File: src/rtl/seg_reg_pkg.sv
// seg_reg_pkg: shared types and default widths for the pipeline segment
// register (pipe_seg_reg) and its per-lane storage element (seg_lane_reg).
package seg_reg_pkg;

   typedef enum logic [1:0] {
      EMPTY = 2'd0,
      FULL  = 2'd1,
      SKID  = 2'd2
   } seg_state_t;

   localparam int DEF_DATA_W      = 32;
   localparam int DEF_LANES       = 1;
   localparam int DEF_STALL_CNT_W = 16;

endpackage

File: src/rtl/seg_lane_reg.sv
// seg_lane_reg: one DATA_W-bit lane of storage with hold / load / flush.
// Ports:
//   clk   - rising-edge clock
//   rst   - asynchronous active-high reset, loads FLUSH_VAL
//   load  - capture d on the next edge
//   flush - load FLUSH_VAL on the next edge (wins over load)
//   d     - lane input
//   q     - registered lane value
module seg_lane_reg
   import seg_reg_pkg::*;
#(
   parameter int                 DATA_W    = DEF_DATA_W,
   parameter logic [DATA_W-1:0]  FLUSH_VAL = '0
) (
   input  logic              clk,
   input  logic              rst,
   input  logic              load,
   input  logic              flush,
   input  logic [DATA_W-1:0] d,
   output logic [DATA_W-1:0] q
);

   always_ff @(posedge clk or posedge rst) begin
      if (rst)
         q <= FLUSH_VAL;
      else if (flush)
         q <= FLUSH_VAL;
      else if (load)
         q <= d;
   end

endmodule

File: src/rtl/pipe_seg_reg.sv
// pipe_seg_reg: pipeline segment register with a one-entry skid buffer and
// hazard-unit bubble (hold) / flush controls. Outputs are fully registered.
// Optional feature: define PIPE_SEG_REG_PERF_EN to add the stall_cnt output.
// Ports:
//   clk, rst          - clock, asynchronous active-high reset
//   bubbleE, flushE   - hazard-unit hold (priority) and flush
//   in_valid/in_data/in_ready    - upstream handshake, lane 0 in LSBs
//   out_valid/out_data/out_ready - downstream handshake
//   stall_cnt         - saturating count of stalled cycles (PERF_EN only)
//
// state | meaning
// EMPTY | no live entry
// FULL  | main holds a live entry, skid empty
// SKID  | main and skid both hold live entries, upstream blocked
module pipe_seg_reg
   import seg_reg_pkg::*;
#(
   parameter int                 DATA_W      = DEF_DATA_W,
   parameter int                 LANES       = DEF_LANES,
   parameter logic [DATA_W-1:0]  FLUSH_VAL   = '0,
   parameter int                 STALL_CNT_W = DEF_STALL_CNT_W
) (
   input  logic                    clk,
   input  logic                    rst,
   input  logic                    bubbleE,
   input  logic                    flushE,
   input  logic                    in_valid,
   input  logic [LANES*DATA_W-1:0] in_data,
   output logic                    in_ready,
   output logic                    out_valid,
   output logic [LANES*DATA_W-1:0] out_data,
   input  logic                    out_ready
`ifdef PIPE_SEG_REG_PERF_EN
   ,
   output logic [STALL_CNT_W-1:0]  stall_cnt
`endif
);

   seg_state_t              state_q, state_d;
   logic                    accept, emit, flush_eff;
   logic                    load_main, load_skid, main_from_skid;
   logic [LANES*DATA_W-1:0] main_q, skid_q, main_d;

   assign in_ready  = ~bubbleE & ~flushE & (state_q != SKID);
   assign out_valid = (state_q != EMPTY);
   assign out_data  = main_q;
   assign accept    = in_valid & in_ready;
   assign emit      = out_valid & out_ready & ~bubbleE;
   // bubbleE masks flushE entirely
   assign flush_eff = flushE & ~bubbleE;

   always_ff @(posedge clk or posedge rst) begin
      if (rst)
         state_q <= EMPTY;
      else
         state_q <= state_d;
   end

   always_comb begin
      state_d        = state_q;
      load_main      = 1'b0;
      load_skid      = 1'b0;
      main_from_skid = 1'b0;
      if (flush_eff) begin
         state_d = EMPTY;
      end else if (!bubbleE) begin
         case (state_q)
            EMPTY: begin
               if (accept) begin
                  state_d   = FULL;
                  load_main = 1'b1;
               end
            end
            FULL: begin
               if (accept && !emit) begin
                  state_d   = SKID;
                  load_skid = 1'b1;
               end else if (emit && !accept) begin
                  state_d = EMPTY;
               end else if (emit && accept) begin
                  load_main = 1'b1;
               end
            end
            SKID: begin
               // in_ready is low here, so only a drain can happen
               if (emit) begin
                  state_d        = FULL;
                  load_main      = 1'b1;
                  main_from_skid = 1'b1;
               end
            end
            default: state_d = EMPTY;
         endcase
      end
   end

   assign main_d = main_from_skid ? skid_q : in_data;

   for (genvar l = 0; l < LANES; l++) begin : g_lane
      seg_lane_reg #(
         .DATA_W    (DATA_W),
         .FLUSH_VAL (FLUSH_VAL)
      ) u_main (
         .clk   (clk),
         .rst   (rst),
         .load  (load_main),
         .flush (flush_eff),
         .d     (main_d[l*DATA_W +: DATA_W]),
         .q     (main_q[l*DATA_W +: DATA_W])
      );

      seg_lane_reg #(
         .DATA_W    (DATA_W),
         .FLUSH_VAL (FLUSH_VAL)
      ) u_skid (
         .clk   (clk),
         .rst   (rst),
         .load  (load_skid),
         .flush (flush_eff),
         .d     (in_data[l*DATA_W +: DATA_W]),
         .q     (skid_q[l*DATA_W +: DATA_W])
      );
   end

`ifdef PIPE_SEG_REG_PERF_EN
   always_ff @(posedge clk or posedge rst) begin
      if (rst)
         stall_cnt <= '0;
      else if (flush_eff)
         stall_cnt <= '0;
      else if (out_valid && !out_ready && !bubbleE && !(&stall_cnt))
         stall_cnt <= stall_cnt + 1'b1;
   end
`endif

endmodule

File: config.mk
export PLATFORM = sky130hd
export DESIGN_NAME = pipe_seg_reg
export DESIGN_NICKNAME = d
export VERILOG_FILES = /design/src/rtl/seg_reg_pkg.sv /design/src/rtl/seg_lane_reg.sv /design/src/rtl/pipe_seg_reg.sv
export SDC_FILE = /design/constraint.sdc
export NUM_CORES = 1
export LEC_CHECK = 0
export BUFFER_PORTS_ARGS = -buffer_cell sky130_fd_sc_hd__buf_4
export CORE_UTILIZATION = 54
export CTS_CLUSTER_SIZE = 16
export DETAILED_ROUTE_END_ITERATION = 16
export PLACE_DENSITY_LB_ADDON = 0.25
export RECOVER_POWER = 100
export SETUP_SLACK_MARGIN = 0.5
export SYNTH_ARGS = -nofsm -noshare
export SYNTH_HDL_FRONTEND = slang
export SYNTH_HIERARCHICAL = 1
export SYNTH_SLANG_ARGS = --single-unit
File: constraint.sdc
create_clock -name clk -period 2.43 [get_ports clk]
set_clock_uncertainty 0.05 [all_clocks]
set_input_delay 0.729 -clock clk [delete_from_list [all_inputs] [get_ports clk]]
set_output_delay 0.729 -clock clk [all_outputs]
set_load 0.01 [all_outputs]
## Yosys cells after proc, flatten, opt, wreduce, memory -nomap -nowiden

Cells that the tools add are included.

- Word-level logic and storage cells: 55
- Bits of input ports: 38
- Output and inout bits: 34
- Flip-flop bits (word level): 66

- Bitwise operators: 8
- Equality and inequality tests: 7
- Mux-type cells: 27
- Reductions and logical operators: 10

Operators by type and width:

| operator | number |
|---|---|
| 32-bit two-way mux | 5 |
| 1-bit two-way mux | 14 |
| 2-bit two-way mux | 6 |
| 1-bit bitwise AND | 6 |
| 3-bit inequality test, second input constant | 2 |
| 2-bit one-hot mux with 3 select lines | 1 |
| 2-bit nonzero test | 3 |
| 4-bit inequality test, second input constant | 1 |
| 4-bit AND reduction | 1 |
| 1-bit logical AND | 3 |
| 1-bit one-hot mux with 3 select lines | 1 |
| 2-bit by 1-bit equality test with 1-bit output, second input constant | 1 |
| 2-bit equality test, second input constant | 1 |
| 1-bit logical NOT | 2 |
| 2-bit logical NOT | 1 |
| 2-bit by 1-bit inequality test with 1-bit output, second input constant | 1 |
| 2-bit inequality test, second input constant | 1 |
| 1-bit NOT | 2 |

## Depth between registers and ports, before layout

- Depth after elaboration: 13
- Depth in mapped cells: 8
- Gate-level depth less buffers: 6

## By module

Netlist, hierarchy kept.

Modules (own cells, without submodules):

| module | area an instance (µm²) | instances | cells an instance |
|---|---|---|---|
| seg_lane_reg | 1327.5 | 2 | 104 |
| pipe_seg_reg | 726.9 | 1 | 60 |

## Worst setup path before layout

No wires, ideal clock.

- Path type: input -> register
- Start: input port bubbleE
- End: register g_lane[0].u_main.q[10]
- Data arrival time: 2.009 ns
- Data required time: 2.241 ns
- Slack: 0.232 ns
- Path buffers: 3
- Stages: 7
- Cells stage by stage: clkbuf_1 -> or3_1 -> buf_6 -> buf_12 -> mux2_4 -> mux2i_1 -> nor2_1

RTL lines:

| what | RTL line | source |
|---|---|---|
| start: declaration | pipe_seg_reg.sv:25 | `input logic bubbleE,` |
| 1-bit NOT | pipe_seg_reg.sv:48, pipe_seg_reg.sv:50 |  |
| 1-bit bitwise AND | pipe_seg_reg.sv:48 | `assign emit = out_valid & out_ready & ~bubbleE;` |
| 1-bit two-way mux | pipe_seg_reg.sv:86 | `if (emit) begin` |
| 1-bit two-way mux | pipe_seg_reg.sv:67 | `case (state_q)` |
| 1-bit two-way mux | pipe_seg_reg.sv:66 | `end else if (!bubbleE) begin` |
| 1-bit two-way mux (*) | pipe_seg_reg.sv:64 | `if (flush_eff) begin` |
| 32-bit two-way mux (*) | pipe_seg_reg.sv:97 | `assign main_d = main_from_skid ? skid_q : in_data;` |
| via main_d[10] | pipe_seg_reg.sv:42 | `logic [LANES*DATA_W-1:0] main_q, skid_q, main_d;` |
| 32-bit two-way mux (*) | seg_lane_reg.sv:28 | `else if (load)` |
| 32-bit two-way mux (*) | seg_lane_reg.sv:26 | `else if (flush)` |
| end signal: assignment | seg_lane_reg.sv:25 | `q <= FLUSH_VAL;` |
| end signal: assignment | seg_lane_reg.sv:27 | `q <= FLUSH_VAL;` |
| end signal: assignment | seg_lane_reg.sv:29 | `q <= d;` |
| end: declaration | seg_lane_reg.sv:20 | `output logic [DATA_W-1:0] q` |

Mark *: on every way through the listed nets, which the timed path passes. The rest lies on a longest branch. The select of a mux whose other input is x is not followed.
A chain may end at the register's enable or synchronous reset.

## Final worst setup path

- Start: register state_q[0]
- End: register g_lane[0].u_main.q[29]

RTL lines:

| what | RTL line | source |
|---|---|---|
| start: declaration | pipe_seg_reg.sv:39 | `seg_state_t state_q, state_d;` |
| start signal: assignment | pipe_seg_reg.sv:56 | `state_q <= state_d;` |
| 2-bit nonzero test | pipe_seg_reg.sv:45 | `assign out_valid = (state_q != EMPTY);` |
| 1-bit bitwise AND (2 in a row) | pipe_seg_reg.sv:48 |  |
| 1-bit two-way mux | pipe_seg_reg.sv:86 |  |
| 1-bit two-way mux (*) | pipe_seg_reg.sv:67 |  |
| 1-bit two-way mux (*) | pipe_seg_reg.sv:66 |  |
| 1-bit two-way mux (*) | pipe_seg_reg.sv:64 |  |
| 32-bit two-way mux (*) | pipe_seg_reg.sv:97 |  |
| via main_d[29] | pipe_seg_reg.sv:42 |  |
| 32-bit two-way mux (*) | seg_lane_reg.sv:28 |  |
| 32-bit two-way mux (*) | seg_lane_reg.sv:26 |  |

Marked as above.

==> out/qor.csv <==
metric;value;unit
preCtsSetupSlack;0.103;ns
rsz0062_at_grt;true;
grt_use_met1;29.9;%
grt_max_degree;33;
clockRootBuffer;clkbuf_8;
crit_arrival;2.28;ns
use_met2;37.6;%
ant_nets;0;
grt_use_met3;5.51;%
cts_sinks;66;
grt_pass1_vias;2272;
yosysSeqAreaShare;48.8;%
firstDrtPassIters;4;
clk_latency;0.34;ns
synth_cells;268;
synth_area;3380;um^2
fin_crit;2.11;ns
place.gp.congestion;0.712;
hold_ws;0.218;ns
syn2layout_area_growth;20.2;%
grtUsageTotal;23.2;%
grt_pass1_wl;11200;um
htree_levels;3;
final_max_slew_viol_count;0;
final-seq-area;1650;um^2
synth_top_area_share;48.8;%
portBuffers;71;
avgSynthCellArea;12.6;um^2
synth_warnings;6;
status;finished, final reports clean;
irDropWorstVdd;0.391;mV
place_area;3920;um^2
cap_violations;0;
worstHoldPathType;in -> async;
cts_tree;yes;
critPathKind;reg -> reg;
clock_path_buffers;2;
postCtsHoldBufs;0;
p_per_area;645;nW/um^2
die_area;6580;um^2
dpl.hpwl;4280;um
nFillCells;509;
period_share;86.8;%
worst_pin_slew;0.868;ns
viasPerCell;5.20;
fmax;474;MHz
num_vias;2230;
setup_tns;0;ns
num_rows;28;
final_common_cell;dfrtp_1;
wl;7090;um
path_clk_slew;0.07;ns
rr_startpoint;state_q[0];
synth_seq_cells;66;
crit_fanout;8;
hold_violations;0;
detail_route.wl_per_cell;16.5;um
syn_nets;306;
startpoint_type;flip-flop;
numCtsBuffers;9;
die_w;81.1;um
antenna_found_initial;0;
overflow;0;
drcViolationCount;0;
finish.utilization;67.9;%
start_util;56.5;%
final_cell_mix;65 x dfrtp_1, 64 x mux2i_1, 64 x nor2_1;
core;5990;um^2
layout.nets;387;
setup_ws;0.321;ns
synth_area_leaders;dfrtp_1 49%, mux2i_1 19%, mux2_4 13%, nor2_1 7.1%, buf_12 5.3%;
grt-busiest-layer;met2;
p_leak;0.00188;uW
die_h;81.1;um
maxSlewHeadroom;42.1;%
required;2.60;ns
multi_input_area;1430;um^2
n_antenna_cell;0;
drt_iter0_drc;108;
cp-startpoint;state_q[0];
final-setup-viol-count;0;
yosysUniqueCellTypes;24;
drive_gt1_share;24.0;%
synth_top_cell_by_area;dfrtp_1;
num_io_pins;72;
cp-end-kind;flip-flop;
design_area;4070;um^2
metal layers:
metal / wire length (um) / share of wire, %
met3: 291 / 4.1
met1: 3250 / 46
met2: 3440 / 49
met5: 0 / 0
met4: 101 / 1.4
critical path, stage by stage, from the launching register on:
cell and delay [ns]:
dfrtp_2 0.43, nor2b_4 0.13, nand2_1 0.07, or3_1 0.52, clkbuf_16 0.27, mux2_1 0.33
mux2i_1 0.14, nor2_1 0.05
repair_timing:
item / in CTS / in global routing
resized for setup: 6 / 5
cloned: 1 / 3
setup endpoints to repair: 45 / 64
pin swaps: 1 / 3
buffers inserted: 2 / 1
flip-flops by register name (all words and copies together) (netlist names):
| name | cells |
|---|---|
| state_q | 2 |
| g_lane.u_skid/q | 32 |
| g_lane.u_main/q | 32 |
worst paths after layout:
kind	endpoint	slack, ns	depth (start not counted)
max reg2reg	g_lane[0].u_main/q[29]	0.32	7
min	state_q[1]	0.22	2
max	g_lane[0].u_main/q[29]	0.32	7
min reg2reg	g_lane[0].u_skid/q[23]	0.47	2
min in group clk	g_lane[0].u_skid/q[23]	0.47	2
max in group asynchronous	g_lane[0].u_skid/q[10]	1.07	3
synthesized netlist by cell type:
| cell | number |
|---|---|
| and2b_1 | 1 |
| nor2b_1 | 1 |
| nor3_1 | 2 |
| dfrtp_1 | 66 |
| a211oi_1 | 1 |
| nor2b_2 | 1 |
| buf_12 | 9 |
| inv_1 | 3 |
| nand2_1 | 3 |
| o22a_1 | 1 |
| or3_1 | 1 |
| mux2_2 | 2 |
| nand2b_1 | 2 |
| a21oi_1 | 1 |
| nor4b_1 | 1 |
| mux2_4 | 30 |
| or2_2 | 1 |
| mux2i_1 | 64 |
| nor2_1 | 64 |
| o21ai_0 | 2 |
| clkbuf_1 | 7 |
| buf_6 | 3 |
| xnor2_1 | 1 |
| nor3b_1 | 1 |
final cells by class:
class | count | area share, %
clock inverter | 6 | 2.22
inverter | 3 | 0.277
clock buffer | 10 | 3.38
multi-input combinational | 180 | 35.3
sequential | 66 | 40.6
timing repair buffer | 89 | 15.9
tap | 75 | 2.31
where the power goes:
part | internal [uW] | switching (uW)
Clock | 607 | 439
Sequential | 1170 | 42.1
Combinational | 171 | 195
Total | 1950 | 676
kinds of logic after synthesis:
| family | synth area share, % |
|---|---|
| mux | 32.9 |
| simple gates | 9.62 |
| flops | 48.8 |
| buf+inv | 7.44 |
| compound gates | 0.925 |
| xor+xnor | 0.259 |
per-stage QoR:
stage	total power (uW)	instances
floorplan	1460	268
global placement	1630	406
detailed placement	1640	406
CTS	2690	425
global route	2730	429
finish	2620	429
(Power assumes the default switching activity.)
